==> src/rtl/grid_init_loader_pkg.sv <==
// Shared geometry, widths and types for the patch-array init path.
// The checksum width is only used when GRID_INIT_CHECKSUM_EN is defined.
package multpatch_pkg;
  localparam int PATCH_SIZE          = 4;
  localparam int PATCH_NUM_DIMENSION = 6;
  localparam int GRID_DIM            = PATCH_SIZE * PATCH_NUM_DIMENSION;
  localparam int PATCH_NUM           = PATCH_NUM_DIMENSION * PATCH_NUM_DIMENSION;
  localparam int DATA_W              = 18;
  localparam int PS_LOG2             = $clog2(PATCH_SIZE);
  localparam int COORD_W             = $clog2(GRID_DIM);
  localparam int PATCH_W             = 6;
  localparam int NODE_W              = 4;
  localparam int CSUM_W              = DATA_W + 10;

  typedef logic signed [DATA_W-1:0] node_t;
  typedef enum logic [1:0] {IDLE, LOAD, DRAIN, DONE} loader_state_t;
endpackage

==> src/rtl/grid_init_loader_if.sv <==
// Stream-in and patch-array write signals of the init loader.
// master = the loader, slave = the stream source / patch array side.
interface grid_init_loader_if;
  import multpatch_pkg::*;

  node_t               s_data;
  logic                s_valid;
  logic                s_ready;
  logic                w_en;
  logic [PATCH_W-1:0]  w_patch;
  logic [NODE_W-1:0]   w_node;
  node_t               w_data;
  logic                w_ready;

  modport master (
    input  s_data, s_valid, w_ready,
    output s_ready, w_en, w_patch, w_node, w_data
  );

  modport slave (
    output s_data, s_valid, w_ready,
    input  s_ready, w_en, w_patch, w_node, w_data
  );
endinterface

==> src/rtl/grid_raster_counter.sv <==
// Raster (x,y) position over the grid with combinational patch/node mapping.
// Shared by the init loader and the readout serializer.
module grid_raster_counter
  import multpatch_pkg::*;
(
  input  logic               clock_i,
  input  logic               reset_i,
  input  logic               advance_i,
  input  logic               clear_i,
  output logic [COORD_W-1:0] x_o,
  output logic [COORD_W-1:0] y_o,
  output logic               last_o,
  output logic [PATCH_W-1:0] patch_o,
  output logic [NODE_W-1:0]  node_o
);
  localparam logic [COORD_W-1:0] COORD_MAX = COORD_W'(GRID_DIM - 1);

  logic [COORD_W-1:0] x_q, y_q;
  logic [PATCH_W-1:0] prow, pcol;

  always_ff @(posedge clock_i or posedge reset_i) begin
    if (reset_i) begin
      x_q <= '0;
      y_q <= '0;
    end else if (clear_i) begin
      x_q <= '0;
      y_q <= '0;
    end else if (advance_i) begin
      if (x_q == COORD_MAX) begin
        x_q <= '0;
        y_q <= (y_q == COORD_MAX) ? '0 : y_q + COORD_W'(1);
      end else begin
        x_q <= x_q + COORD_W'(1);
      end
    end
  end

  // Patch edge is a power of two, so patch coords are shifts and node coords are masks.
  assign prow    = PATCH_W'(y_q >> PS_LOG2);
  assign pcol    = PATCH_W'(x_q >> PS_LOG2);
  assign patch_o = PATCH_W'(prow * PATCH_NUM_DIMENSION) + pcol;
  assign node_o  = {y_q[PS_LOG2-1:0], x_q[PS_LOG2-1:0]};
  assign last_o  = (x_q == COORD_MAX) && (y_q == COORD_MAX);
  assign x_o     = x_q;
  assign y_o     = y_q;
endmodule

==> src/rtl/grid_init_loader.sv <==
// Loads one raster frame into the patch array, then releases solver_enable.
// Optional GRID_INIT_CHECKSUM_EN adds a running signed checksum output.
module grid_init_loader
  import multpatch_pkg::*;
(
  input  logic               clock_i,
  input  logic               reset_i,
  input  logic               start_i,
  input  logic               abort_i,
  grid_init_loader_if.master bus,
  output logic               busy_o,
  output logic               done_o,
  output logic               solver_enable_o,
  output logic               overrun_o
`ifdef GRID_INIT_CHECKSUM_EN
  ,
  output logic signed [CSUM_W-1:0] checksum_o
`endif
);
  loader_state_t      state_q, state_d;
  logic               w_en_q, w_en_d;
  logic [PATCH_W-1:0] w_patch_q, w_patch_d;
  logic [NODE_W-1:0]  w_node_q, w_node_d;
  node_t              w_data_q, w_data_d;
  logic               done_q, done_d;
  logic               overrun_q, overrun_d;

  logic               s_ready, accept, wr_fire, start_ok, in_busy;
  logic               rc_last;
  logic [COORD_W-1:0] rc_x, rc_y;
  logic [PATCH_W-1:0] rc_patch;
  logic [NODE_W-1:0]  rc_node;

  assign in_busy  = (state_q == LOAD) || (state_q == DRAIN);
  assign s_ready  = (state_q == LOAD) && (!w_en_q || bus.w_ready);
  assign accept   = bus.s_valid && s_ready;
  assign wr_fire  = w_en_q && bus.w_ready;
  assign start_ok = start_i && !abort_i && !in_busy;

  grid_raster_counter u_raster (
    .clock_i  (clock_i),
    .reset_i  (reset_i),
    .advance_i(accept && !abort_i),
    .clear_i  (abort_i || start_ok),
    .x_o      (rc_x),
    .y_o      (rc_y),
    .last_o   (rc_last),
    .patch_o  (rc_patch),
    .node_o   (rc_node)
  );

  always_ff @(posedge clock_i or posedge reset_i) begin
    if (reset_i) begin
      state_q   <= IDLE;
      w_en_q    <= 1'b0;
      w_patch_q <= '0;
      w_node_q  <= '0;
      w_data_q  <= '0;
      done_q    <= 1'b0;
      overrun_q <= 1'b0;
    end else begin
      state_q   <= state_d;
      w_en_q    <= w_en_d;
      w_patch_q <= w_patch_d;
      w_node_q  <= w_node_d;
      w_data_q  <= w_data_d;
      done_q    <= done_d;
      overrun_q <= overrun_d;
    end
  end

  always_comb begin
    state_d   = state_q;
    w_en_d    = w_en_q;
    w_patch_d = w_patch_q;
    w_node_d  = w_node_q;
    w_data_d  = w_data_q;
    done_d    = 1'b0;
    overrun_d = overrun_q;

    if (abort_i) begin
      state_d = IDLE;
      w_en_d  = 1'b0;
    end else begin
      unique case (state_q)
        IDLE:    if (start_i) state_d = LOAD;
        LOAD:    if (accept && rc_last) state_d = DRAIN;
        DRAIN:   if (wr_fire) begin
                   state_d = DONE;
                   done_d  = 1'b1;
                 end
        DONE:    if (start_i) state_d = LOAD;
        default: state_d = IDLE;
      endcase

      // A new beat may replace the outgoing write in the same cycle it is accepted.
      if (accept) begin
        w_en_d    = 1'b1;
        w_patch_d = rc_patch;
        w_node_d  = rc_node;
        w_data_d  = bus.s_data;
      end else if (wr_fire) begin
        w_en_d = 1'b0;
      end

      if (start_i) overrun_d = in_busy;
    end
  end

`ifdef GRID_INIT_CHECKSUM_EN
  logic signed [CSUM_W-1:0] checksum_q;

  always_ff @(posedge clock_i or posedge reset_i) begin
    if (reset_i) begin
      checksum_q <= '0;
    end else if (abort_i || start_ok) begin
      checksum_q <= '0;
    end else if (accept) begin
      checksum_q <= checksum_q + CSUM_W'(bus.s_data);
    end
  end

  assign checksum_o = checksum_q;
`endif

  assign bus.s_ready      = s_ready;
  assign bus.w_en         = w_en_q;
  assign bus.w_patch      = w_patch_q;
  assign bus.w_node       = w_node_q;
  assign bus.w_data       = w_data_q;
  assign busy_o           = in_busy;
  assign done_o           = done_q;
  assign solver_enable_o  = (state_q == DONE);
  assign overrun_o        = overrun_q;

  // rc_x/rc_y are exposed by the counter for the serializer; unused here.
  logic unused_coords;
  assign unused_coords = ^{rc_x, rc_y};
endmodule

==> src/flat_wrapper.sv <==
// flat-port wrapper written by rule: the top's interface ports become plain ports
module grid_init_loader_flat import multpatch_pkg::*;
  (clock_i, reset_i, start_i, abort_i, busy_o, done_o, solver_enable_o, overrun_o, bus_s_data, bus_s_valid, bus_w_ready, bus_s_ready, bus_w_en, bus_w_patch, bus_w_node, bus_w_data);
  grid_init_loader_if bus_i ();
  input  logic clock_i;
  input  logic reset_i;
  input  logic start_i;
  input  logic abort_i;
  output logic busy_o;
  output logic done_o;
  output logic solver_enable_o;
  output logic overrun_o;
  input wire logic [$bits(bus_i.s_data)-1:0] bus_s_data;
  input wire logic [$bits(bus_i.s_valid)-1:0] bus_s_valid;
  input wire logic [$bits(bus_i.w_ready)-1:0] bus_w_ready;
  output wire logic [$bits(bus_i.s_ready)-1:0] bus_s_ready;
  output wire logic [$bits(bus_i.w_en)-1:0] bus_w_en;
  output wire logic [$bits(bus_i.w_patch)-1:0] bus_w_patch;
  output wire logic [$bits(bus_i.w_node)-1:0] bus_w_node;
  output wire logic [$bits(bus_i.w_data)-1:0] bus_w_data;
  assign bus_i.s_data = bus_s_data;
  assign bus_i.s_valid = bus_s_valid;
  assign bus_i.w_ready = bus_w_ready;
  assign bus_s_ready = bus_i.s_ready;
  assign bus_w_en = bus_i.w_en;
  assign bus_w_patch = bus_i.w_patch;
  assign bus_w_node = bus_i.w_node;
  assign bus_w_data = bus_i.w_data;
  grid_init_loader u_core (.clock_i(clock_i), .reset_i(reset_i), .start_i(start_i), .abort_i(abort_i), .bus(bus_i), .busy_o(busy_o), .done_o(done_o), .solver_enable_o(solver_enable_o), .overrun_o(overrun_o));
endmodule
==> config.mk <==
export PLATFORM = sky130hd
export DESIGN_NAME = grid_init_loader_flat
export DESIGN_NICKNAME = d
export VERILOG_FILES = /design/src/rtl/grid_init_loader_pkg.sv /design/src/rtl/grid_init_loader_if.sv /design/src/rtl/grid_raster_counter.sv /design/src/rtl/grid_init_loader.sv /design/src/flat_wrapper.sv
export SDC_FILE = /design/constraint.sdc
export NUM_CORES = 1
export LEC_CHECK = 0
export CAP_MARGIN = 10
export CORE_MARGIN = 2
export CORE_UTILIZATION = 40
export DETAILED_ROUTE_END_ITERATION = 8
export PLACE_DENSITY = 0.69
export SLEW_MARGIN = 30
export SYNTH_ARGS = -nofsm -noshare
export SYNTH_HDL_FRONTEND = slang
export SYNTH_SLANG_ARGS = --single-unit
==> constraint.sdc <==
create_clock -name clock_i -period 2.4 [get_ports clock_i]
set_input_delay 0.6 -clock clock_i [delete_from_list [all_inputs] [get_ports clock_i]]
set_output_delay 0.6 -clock clock_i [all_outputs]
set_load 0.02 [all_outputs]
==> impl_metrics.ini <==
[routing]
drt_iter0_drc = 56
wl_per_cell_um = 13.3
drt_first_pass_iters = 4
num_vias = 1479
postRouteAntennaNets = 0
drc_errors = 0
viasPerCell = 4.88
routed_wirelength_um = 4040

[setup_path]
end_kind = output pin
cp.required_ns = 1.80
critPathKind = primary input to output pin
critPathCapture = bus_s_ready
critPathLaunchType = primary input
crit_fanout = 2
worstPathArrival_ns = 1.59
r2r-end = u_core.bus.w_patch[5]
rr_startpoint = u_core.u_raster.y_o[2]
regToRegSetupSlack_ns = 0.31
crit_path_start = bus_w_ready
ff2ff_path_depth = 6

[power]
intPower_mw = 1.69
p_sw_uw = 864
sw_frac_of_total = 0.339
power_frac_seq = 0.395
p_comb_frac = 0.429
vdd_drop_max_v = 0.000520
p_leak_nw = 1.25
power.total_mw = 2.55
clkPwrFrac = 0.176
power_density_mw_per_mm2 = 892

[placed_design]
placed_cell_area_mm2 = 0.00278
io_buffer_count = 57
dp_cells = 295
gp_congestion = 0.761
dp_hpwl_um = 2910

[cells_and_area]
layout_commonest_cell = clkdlybuf4s50_1
layout-drive-gt1-share = 0.172
area_delta_synth_final_pct = 38.3
final_cell_mix = clkdlybuf4s50_1 (55), dfrtp_1 (43), mux2_2 (21), ha_1 (11)
nets = 269
stdcell_count = 303
final_area_mm2 = 0.00286
n_antenna_cell = 0

[sta]
hold_viol_final = 0
max_clock_freq_mhz = 457
setup_viol = 0
fin_worst_skew_ns = 0.00549
rsz0062_at_grt = false
fin_crit_sh = 0.911
fin_setup_tns_ns = 0
report.final.slew_viol_count = 0
max_slew_margin = 0.634
min_period_ns = 2.19
worst_pin_slew_ns = 0.550

[clocking]
holdBufCountCts = 0
clk_pin_slew_ns = 0.08
clk_latency_ns = 0.29
cts-root-buf = clkbuf_8
numCtsBuffers = 5
h-tree-depth = 2
clkSinkCount = 43
post_cts_buffers = 0
tritoncts = yes
clockBufferDepth = 2

[logic_synthesis]
synth_cell_types = 39
ys_ff_latch = 43
yosysWarningCount = 0
synth_top_flop_cell = dfrtp_1
async_flop_share = 1.00
synth-xor-area-share = 0.0212
syn_nets = 203
synth_edf_count = 0
synth_compound_area_frac = 0.0569
yosys.area_share.simple = 0.119
synth_top_family_by_area = multiplexers
ys_seq_area_frac = 0.521
synth_fa_ha_area_frac = 0.0860
syn_area_mm2 = 0.00207
synthMuxAreaShare = 0.166
syn_area_per_cell_um2 = 12.5
synth_cells = 166

[die]
die-area_mm2 = 0.00576
die_h_um = 75.9
num_rows = 26
die_w_um = 75.9
pin_count = 58
core_mm2 = 0.00504
floorplan.initialDensity = 0.410

[global_routing]
antenna_found_initial = 0
overflow = 0
grt_use_total = 0.147
grt_max_degree = 44
grt_pass1_wl_um = 6400
first_global_vias = 1401

[job]
maxCapViolCount = 0

[status]
status = finished, final reports clean

[worst_hold_path]
hold_path.class = flop to flop
[worst min path at each step]
stage / start / endpoint / slack, ns / depth (start not counted)
after floorplan: u_core.u_raster.x_o[1] / u_core.bus.w_node[1] / 0.51 / 1
after global placement: u_core.bus.w_data[12] / u_core.bus.w_data[12] / 0.47 / 1
after detailed placement: u_core.bus.w_node[0] / u_core.bus.w_node[0] / 0.47 / 1
after CTS: u_core.bus.w_data[14] / u_core.bus.w_data[14] / 0.49 / 1
after global routing: u_core.bus.w_data[14] / u_core.bus.w_data[14] / 0.51 / 1
final: u_core.bus.w_data[14] / u_core.bus.w_data[14] / 0.49 / 1
[cell usage after synthesis, drive strengths merged, types with 2 or more instances]
| master | number | area [um2] |
|---|---|---|
| dfrtp | 43 | 1080 |
| mux2 | 27 | 304 |
| ha | 11 | 138 |
| inv | 11 | 41.3 |
| a21oi | 10 | 50.1 |
| nor2 | 8 | 37.5 |
| nand2 | 5 | 21.3 |
| nand3 | 5 | 37.5 |
| mux2i | 4 | 40.0 |
| o21ai | 4 | 20.0 |
| xnor2 | 4 | 35.0 |
| nor2b | 3 | 18.8 |
| and2 | 2 | 13.8 |
| buf | 2 | 12.5 |
| clkbuf | 2 | 7.51 |
| fa | 2 | 40.0 |
| nand4 | 2 | 12.5 |
| nor3 | 2 | 10.0 |
| nor3b | 2 | 15.0 |
| o31ai | 2 | 15.0 |
| or3 | 2 | 12.5 |
| or4 | 2 | 15.0 |
[kinds of logic (layout without fill, tap and decap cells)]
logic type / count (synthesis) / in the layout
mux: 31 / 31
simple gates: 39 / 39
xor+xnor: 5 / 5
fa+ha+maj: 13 / 13
buf+inv: 15 / 82
flops: 43 / 43
compound gates: 20 / 20
[layout make-up]
type | count | area, um2
repair buffers | 63 | 638
flip-flops and latches | 43 | 1080
clock inverters | 2 | 12.5
well taps | 70 | 87.6
clock buffers | 6 | 72.6
multi-input cells | 108 | 930
fillers | 454 | 2180
inverters | 11 | 41.3
[state kept, by name (all words and copies together) (netlist names)]
register,cells
u_core.state_q,2
u_core.bus.w_node,4
u_core.overrun_o,1
u_core.bus.w_en,1
u_core.bus.w_data,18
u_core.u_raster.x_o,5
u_core.done_o,1
u_core.u_raster.y_o,5
u_core.bus.w_patch,6
[stage by stage]
| step | utilization | hold slack (ns) | setup WS [ns] |
|---|---|---|---|
| final | 0.567 | 0.489 | 0.213 |
| after global routing | 0.567 | 0.512 | 0.133 |
| after CTS | 0.567 | 0.493 | 0.196 |
| after detailed placement | 0.550 | 0.474 | -0.0832 |
| after global placement | 0.550 | 0.466 | -0.0677 |
| after floorplan | - | 0.514 | 0.479 |
[repair_timing]
item | CTS | global route
endpoints found under the setup margin | 2 | 0
hold endpoints to repair | 0 | 0
gates resized for setup | 2 | 0
[power groups by stage]
| stage | sequential, mW | combinational [mW] | clock, mW |
|---|---|---|---|
| floorplan | 1.24 | 0.381 | 0 |
| global placement | 1.02 | 1.10 | 0 |
| detailed placement | 1.03 | 1.12 | 0 |
| CTS | 1.01 | 1.11 | 0.474 |
| global route | 1.04 | 1.18 | 0.500 |
| finish | 1.01 | 1.09 | 0.449 |
[metal layers]
metal  GRT usage  wire, um
met4      0.0292        19
met3      0.0476       238
met2       0.236      1940
met5           0         0
met1       0.195      1840
[critical path: stages]
cell and delay [ns]:
clkdlybuf4s50_1 0.48, nor2b_1 0.06, nor2_1 0.10, dlygate4sd2_1 0.34
(Power assumes the default switching activity.)
